**config.mk**
```make
export PLATFORM = sky130hd
export DESIGN_NAME = tv_sync_gen
export DESIGN_NICKNAME = d
export VERILOG_FILES = /design/src/rtl/tv_sync_gen.sv
export SDC_FILE = /design/constraint.sdc
export NUM_CORES = 1
export LEC_CHECK = 0
export BUFFER_PORTS_ARGS = -buffer_cell sky130_fd_sc_hd__buf_2
export CAP_MARGIN = 20
export CORE_MARGIN = 5
export CORE_UTILIZATION = 50
export CTS_BUF_LIST = sky130_fd_sc_hd__clkbuf_4 sky130_fd_sc_hd__clkbuf_8
export CTS_CLUSTER_DIAMETER = 80
export CTS_CLUSTER_SIZE = 8
export DETAILED_ROUTE_END_ITERATION = 10
export GPL_TIMING_DRIVEN = 0
export PLACE_DENSITY = 0.73
export SLEW_MARGIN = 25
export SYNTH_ARGS = -nofsm -noshare
export SYNTH_HDL_FRONTEND = slang
export SYNTH_SLANG_ARGS = --single-unit
export TNS_END_PERCENT = 30
```
**constraint.sdc**
```tcl
create_clock -name clk -period 3.3 [get_ports clk]
set_clock_uncertainty 0.2 [all_clocks]
set_input_delay 0.165 -clock clk [delete_from_list [all_inputs] [get_ports clk]]
set_output_delay 0.165 -clock clk [all_outputs]
set_load 0.005 [all_outputs]
```
**src/rtl/tv_sync_gen.sv**
```systemverilog
`default_nettype none
// +--------------------------------------------------------------------------+
// | Module      : tv_sync_gen                                                |
// | Description : Raster timing generator: 9-bit H/V counters, blanking      |
// |               flags, serrated composite sync and line/frame pulses.      |
// | Revision    : 1.0 - initial release                                      |
// +--------------------------------------------------------------------------+
module tv_sync_gen #(
   parameter int H_TOTAL      = 384,
   parameter int H_HALF       = 192,
   parameter int H_SYNC       = 28,
   parameter int H_BLANK      = 72,
   parameter int V_TOTAL      = 312,
   parameter int V_SYNC_LINES = 3,
   parameter int V_BLANK      = 24
) (
   input  logic       clk,
   input  logic       rst,
   input  logic       ce,
   output logic [8:0] cnt_hs,
   output logic [8:0] cnt_vs,
   output logic       hsync,
   output logic       vbl,
   output logic       out_sync,
   output logic       line_start,
   output logic       frame_start
);

   localparam logic [8:0] c_h_last      = 9'(H_TOTAL - 1);
   localparam logic [8:0] c_v_last      = 9'(V_TOTAL - 1);
   localparam logic [8:0] c_h_sync      = 9'(H_SYNC);
   localparam logic [8:0] c_h_blank     = 9'(H_BLANK);
   localparam logic [8:0] c_h_half      = 9'(H_HALF);
   localparam logic [8:0] c_broad_end_0 = 9'(H_HALF - H_SYNC);
   localparam logic [8:0] c_broad_end_1 = 9'(H_TOTAL - H_SYNC);
   localparam logic [8:0] c_v_sync      = 9'(V_SYNC_LINES);
   localparam logic [8:0] c_v_blank     = 9'(V_BLANK);

   logic [8:0] r_hs;
   logic [8:0] r_vs;
   logic       r_hsync;
   logic       r_vbl;
   logic       r_sync;
   logic       r_line_start;
   logic       r_frame_start;

   logic       w_h_wrap;
   logic       w_v_wrap;
   logic [8:0] w_hs_nxt;
   logic [8:0] w_vs_nxt;
   logic       w_broad;
   logic       w_sync_nxt;

   assign w_h_wrap = (r_hs == c_h_last);
   assign w_v_wrap = w_h_wrap && (r_vs == c_v_last);
   assign w_hs_nxt = w_h_wrap ? 9'd0 : r_hs + 9'd1;
   assign w_vs_nxt = w_v_wrap ? 9'd0 : (w_h_wrap ? r_vs + 9'd1 : r_vs);

   // Flags are decoded from the next-state counters so they line up with them.
   assign w_broad = (w_hs_nxt < c_broad_end_0) ||
                    ((w_hs_nxt >= c_h_half) && (w_hs_nxt < c_broad_end_1));
   assign w_sync_nxt = (w_vs_nxt < c_v_sync) ? ~w_broad : (w_hs_nxt >= c_h_sync);

   always_ff @(posedge clk) begin
      if (rst) begin
         r_hs          <= 9'd0;
         r_vs          <= 9'd0;
         r_hsync       <= 1'b1;
         r_vbl         <= 1'b1;
         r_sync        <= 1'b0;
         r_line_start  <= 1'b0;
         r_frame_start <= 1'b0;
      end else if (ce) begin
         r_hs          <= w_hs_nxt;
         r_vs          <= w_vs_nxt;
         r_hsync       <= (w_hs_nxt < c_h_blank);
         r_vbl         <= (w_vs_nxt < c_v_blank);
         r_sync        <= w_sync_nxt;
         r_line_start  <= w_h_wrap;
         r_frame_start <= w_v_wrap;
      end
   end

   assign cnt_hs      = r_hs;
   assign cnt_vs      = r_vs;
   assign hsync       = r_hsync;
   assign vbl         = r_vbl;
   assign out_sync    = r_sync;
   assign line_start  = r_line_start;
   assign frame_start = r_frame_start;

endmodule
`default_nettype wire

```
==> results of run 1 <==
[state kept, by name, indices dropped and copies added, names as in the netlist]
signal and flops:
out_sync 1, cnt_hs 9, frame_start 1, vbl 1
cnt_vs 9, hsync 1, line_start 1
[cell type report]
type	count	area share (%)
Timing Repair Buffer	23	6.75
Inverter	2	0.441
Multi-Input combinational cell	150	56.8
Sequential cell	23	27.0
Clock buffer	4	1.76
Buffer	18	4.77
Tap cell	33	2.42
[Yosys cell counts, types with 2 or more instances]
cell type / count
nand2_1: 20
a211oi_1: 2
a211o_1: 2
o31a_1: 2
xor2_1: 7
a311oi_1: 2
nand3_1: 6
clkbuf_1: 8
nor3_1: 10
and3_1: 4
ha_1: 2
xnor2_1: 3
nor4b_2: 2
nand4b_1: 2
inv_1: 2
o21ai_1: 2
o21ai_0: 6
a21oi_1: 15
mux2i_1: 6
nor2_1: 23
nand4_1: 5
and4_1: 4
buf_2: 8
dfxtp_1: 23
[worst max-delay path: stages, from the launching register on]
cell,delay (ns)
dfxtp_1,0.43
ha_1,0.34
nand4_4,0.20
nor3_4,0.39
and4_1,0.35
o21ai_1,0.08
a32oi_1,0.29
a2111oi_2,0.07
a211o_1,0.24
[cells in the final DEF (no fill, tap or decap), types with 2 or more instances in the layout]
cell      instances
nor3_1           10
xnor2_1           3
o21ai_0           6
o21ai_1           2
mux2i_1           6
ha_1              2
and4_1            4
buf_2            31
clkbuf_4          4
nand3_1           6
nand4b_1          2
a211oi_1          2
o31a_1            2
nand4_1           5
nand2_1          20
a21oi_1          15
nor2_1           23
nor4b_2           2
inv_1             2
clkbuf_1          8
xor2_1            7
a211o_1           2
dfxtp_1          23
and3_1            4
a311oi_1          2
[how the worst min path moves through the flow]
stage | cells after the start | slack, ns | endpoint | start
6_report | 3 | 0.05 | hsync | rst
5_1_grt | 3 | 0.05 | hsync | rst
4_1_cts | 3 | 0.04 | hsync | rst
3_5_place_dp | 1 | 0.25 | vbl | vbl
3_3_place_gp | 1 | 0.25 | vbl | vbl
2_1_floorplan | 0 | 0.26 | cnt_hs[2] | cnt_hs[2]
[per-stage QoR]
stage	hold WS (ns)	setup WS [ns]	cell area, um2	total power [W]	util, %
final	0.0486	0.624	1700	0.000488	57.2
after CTS	0.0369	0.632	1700	0.000490	57.2
after global placement	0.250	0.708	1670	0.000346	56.2
after global routing	0.0500	0.419	1700	0.000516	57.2
after floorplan	0.256	0.977	1520	0.000331	-
after detailed placement	0.252	0.665	1670	0.000347	56.2
[metal layers]
metal / track usage (%) / wire length, um
met1: 25.4 / 1820
met2: 27.8 / 1550
met3: 2.74 / 200
met4: 3.89 / 31
met5: 0 / 0
[cells by family (layout without fill, tap and decap cells)]
group / after synthesis / in the layout / share of synthesized area [%]
multiplexers: 6 / 6 / 3.96
AO/OA/AOI/OAI: 45 / 45 / 20.3
buffers and inverters: 20 / 47 / 5.85
AND/OR/NAND/NOR: 87 / 87 / 32.2
XOR/XNOR: 10 / 10 / 5.77
flip-flops: 23 / 23 / 30.3
adder cells (fa/ha/maj): 2 / 2 / 1.65
[power groups by stage]
stage / logic [W] / clock network, W / registers, W
final: 0.0000515 / 0.000147 / 0.000289
after global routing: 0.0000577 / 0.000167 / 0.000291
after CTS: 0.0000514 / 0.000149 / 0.000289
after detailed placement: 0.0000513 / 0 / 0.000296
after global placement: 0.0000510 / 0 / 0.000295
after floorplan: 0.0000351 / 0 / 0.000295
==> results.json, run 1 <==
{
  "status": "completed",
  "dieArea_um2": 4240,
  "drt_iter0_drc": 76,
  "fillerInstances": 291,
  "worstReg2RegStart": "cnt_hs[0]",
  "synth_area_leaders": "dfxtp_1 (30%), nor2_1 (5.7%), a21oi_1 (4.9%)",
  "synth_cells": 193,
  "cp_max_fo": 9,
  "final-seq-area_um2": 460,
  "synth_area_um2": 1520,
  "grt_overflow_total": 0,
  "setup_viol": 0,
  "grt_pass1_wl_um": 6000,
  "grt_max_degree": 13,
  "place.gp.congestion": 0.830,
  "die_w_um": 65.1,
  "cap_viol_max_count": 0,
  "layoutNonFillerInstCount": 253,
  "drt_wl_total_um": 3610,
  "cts_buffers": 3,
  "clk_latency_ns": 0.31,
  "setup_tns_ns": 0,
  "power_frac_comb_pct": 10.6,
  "finalHoldViolCount": 0,
  "grt_pass1_vias": 1261,
  "vdd_drop_max_mv": 0.187,
  "crit_start": "cnt_hs[0]",
  "core_um2": 2980,
  "switching_share_pct": 26.6,
  "antenna_left": 0,
  "period_share_pct": 81.1,
  "cts.sinks": 23,
  "p_per_area_nw_per_um2": 286,
  "dp_hpwl_um": 2590,
  "slew_violations": 0,
  "cellInternalPower_w": 0.000358,
  "clockPowerShare_pct": 30.1,
  "reg2reg_depth": 8,
  "power.switching_w": 0.000130,
  "first_pass_iters": 4,
  "hold_class": "in -> reg",
  "drive_gt1_share_pct": 19.5,
  "initial_core_util_pct": 51.0,
  "arrival_ns": 2.70,
  "yosys.area.top_type_share_pct": 30.3,
  "synth_edf_count": 0,
  "io_pins": 26,
  "slew_headroom_pct": 59.9,
  "cp_data_required_time_ns": 3.32,
  "yosysTopAreaCell": "dfxtp_1",
  "clkSlewWorstSetupHoldPaths_ns": 0.14,
  "timing.fmax_mhz": 374,
  "area_growth_pct": 12.3,
  "synth.distinct_cells": 51,
  "seq_power_share_pct": 59.3,
  "fin_nets": 226,
  "num_vias": 1477,
  "post_cts_buffers": 0,
  "rrSetupSlack_ns": 0.62,
  "wire_per_inst_um": 14.3,
  "num_antenna_cells": 0,
  "finalCriticalPeriod_ns": 2.68,
  "ctsResizeCount": 0,
  "drc": 0,
  "reg2reg_to": "vbl",
  "grt_usage_pct": 17.6,
  "postCtsHoldBufs": 0,
  "die_h_um": 65.1,
  "yosys_warnings": 0,
  "cts_root_buffer": "clkbuf_4",
  "rows": 20,
  "multiInputGateArea_um2": 968,
  "antenna_found_initial": 0,
  "seq_area_frac_synth_pct": 30.3,
  "tritoncts": "done",
  "p_leak_nw": 0.715,
  "post-place-cells": 249,
  "crit_path_end": "vbl",
  "cts_max_path_buffers": 2,
  "tightest_slew_ns": 0.602,
  "synth-seq-cells": 23,
  "rsz0062_at_grt": "false",
  "cts_max_level": 1,
  "port_buffers": 23,
  "path_class": "reg -> reg",
  "synthArstFlopShare_pct": 0,
  "syn_avg_cell_area_um2": 7.86,
  "syn_nets": 198,
  "yosys_most_used_dff": "dfxtp_1",
  "viasPerCell": 5.84,
  "cp-start-kind": "flop",
  "crit_path_end_kind": "flop"
}
No activity file was read; power rests on OpenSTA's default activity.
==> inputs of run 2 (changes only) <==
PLACE_DENSITY = 0.76   (was 0.73)
clock period = 2.2 ns   (was 3.3 ns; I/O delays follow)
==> run 2 against run 1 <==
The run now ends with setup timing left. Sequential share of layout area fell by 1.7 points. Combinational power increased by 61%. Count of clock-buffer cells in the layout is the same. Sequential power increased by 51%. Final area grew 11%. Flip-flop and latch count is the same. First-iteration DRC count rose by 11%. Final cell count is 4.3% higher. Clock power increased by 44%. Largest power group unchanged.
==> results.json, run 2 (synthesis gave the netlist of run 1 again) <==
{
  "status": "complete, but fails checks",
  "violations": "setup timing",
  "tightest_slew_ns": 0.603,
  "antenna_left": 0,
  "rows": 20,
  "vdd_drop_max_mv": 0.277,
  "cts_root_buffer": "clkbuf_4",
  "viasPerCell": 5.88,
  "drt_iter0_drc": 84,
  "first_pass_iters": 4,
  "finalHoldViolCount": 0,
  "cts.sinks": 23,
  "fin_nets": 237,
  "dp_hpwl_um": 2580,
  "slowest_delay_ns": 0.39,
  "multiInputGateArea_um2": 1020,
  "p_per_area_nw_per_um2": 387,
  "cp_cell_sequence": "ha_4, nand4_4, nor4b_4, nor3_2, a31o_1, a32oi_2, a2111oi_2, a211o_1",
  "period_share_pct": 104,
  "initial_core_util_pct": 51.0,
  "cts_max_level": 1,
  "crit_path_end_kind": "flop",
  "drive_gt1_share_pct": 29.9,
  "crit_path_end": "vbl",
  "cap_viol_max_count": 0,
  "grt_overflow_total": 0,
  "worstReg2RegStart": "cnt_hs[1]",
  "tritoncts": "done",
  "clk_latency_ns": 0.32,
  "place_area_um2": 1700,
  "timing.fmax_mhz": 438,
  "io_pins": 26,
  "crit_start": "cnt_hs[1]",
  "wire_per_inst_um": 14.2,
  "final_cell_mix": "buf_2 (26), nor2_1 (22), nand2_1 (20), dfxtp_1 (16), a21oi_1 (15)",
  "cp-start-kind": "flop",
  "clkSlewWorstSetupHoldPaths_ns": 0.13,
  "cts_max_path_buffers": 2,
  "p_leak_nw": 0.795,
  "drc": 0,
  "grt_pass1_vias": 1385,
  "cts_buffers": 3,
  "drt_wl_total_um": 3750,
  "cp_slowest_cell": "nor4b_4",
  "dieArea_um2": 4240,
  "arrival_ns": 2.30,
  "die_w_um": 65.1,
  "slew_violations": 0,
  "slew_headroom_pct": 59.8,
  "layout_commonest_cell": "buf_2",
  "rrSetupSlack_ns": -0.08,
  "num_vias": 1551,
  "port_buffers": 23,
  "hold_class": "in -> reg",
  "num_antenna_cells": 0,
  "fillerInstances": 276,
  "setup_tns_ns": -0.149,
  "core_um2": 2980,
  "timing.hold.ws_ns": 0.0813,
  "grt_usage_pct": 19.1,
  "antenna_found_initial": 0,
  "rsz0062_at_grt": "true",
  "reg2reg_depth": 8,
  "setup_viol": 2,
  "die_h_um": 65.1,
  "reg2reg_to": "vbl",
  "path_class": "reg -> reg",
  "cp_max_fo": 5,
  "finalCriticalPeriod_ns": 2.28,
  "place.gp.congestion": 0.826,
  "grt_max_degree": 13,
  "area_growth_pct": 24.2,
  "cp_data_required_time_ns": 2.22,
  "grt_pass1_wl_um": 6450,
  "final-seq-area_um2": 477,
  "final_cell_area_um2": 1890,
  "setup_ws_ns": -0.0819
}
==> run 2: worst min path at each step <==
stage	cells after the start	to	slack (ns)	start
final	4	cnt_vs[6]	0.08	ce
after CTS	4	cnt_vs[6]	0.09	ce
after floorplan	0	cnt_hs[2]	0.20	cnt_hs[2]
after global placement	1	vbl	0.25	vbl
after detailed placement	2	hsync	0.26	hsync
after global routing	4	cnt_vs[6]	0.13	ce
==> run 2: stage by stage <==
stage	instances	setup slack, ns	power [W]	util (%)
4_1_cts	264	-0.126	0.000737	62.9
6_report	264	-0.0819	0.000731	63.3
3_3_place_gp	249	-0.242	0.000523	57.1
3_5_place_dp	249	-0.233	0.000524	57.1
2_1_floorplan	193	0.0331	0.000499	-
5_1_grt	264	-0.198	0.000782	63.3
==> run 2: final cells by class <==
cell class                      count  share of cell area, %
Multi-Input combinational cell    150                   54.3
Tap cell                           33                   2.19
Clock buffer                        4                   1.59
Buffer                             16                   4.78
Inverter                            2                  0.398
Sequential cell                    23                   25.3
Timing Repair Buffer               36                   11.4
==> run 2: repair_timing <==
item / CTS / global route
pin swaps: 13 / 9
setup endpoints to repair: 6 / 4
hold endpoints to repair: 2 / 0
buffers inserted: 12 / 0
gates resized for setup: 18 / 6
hold buffers: 1 / 0
==> run 2: where the power goes <==
group / leakage (nW) / switching (W) / internal [W]
logic: 0.586 / 0.0000484 / 0.0000345
clock network: 0.0184 / 0.000129 / 0.0000833
registers: 0.191 / 0.0000109 / 0.000424
==> run 2: critical path, delay by kind of cell (launching register included) <==
family                     cells  cell delay [ns]
DFF                            1             0.38
and+or+nand+nor                3             0.65
adders and majority gates      1             0.17
AOI/OAI and AO/OA              4             0.78
==> run 2: layer usage <==
| layer | part of all wire [%] | track usage [%] |
|---|---|---|
| met1 | 48 | 26.7 |
| met5 | 0 | 0 |
| met3 | 6.2 | 2.91 |
| met4 | 0.91 | 5.44 |
| met2 | 45 | 30.5 |
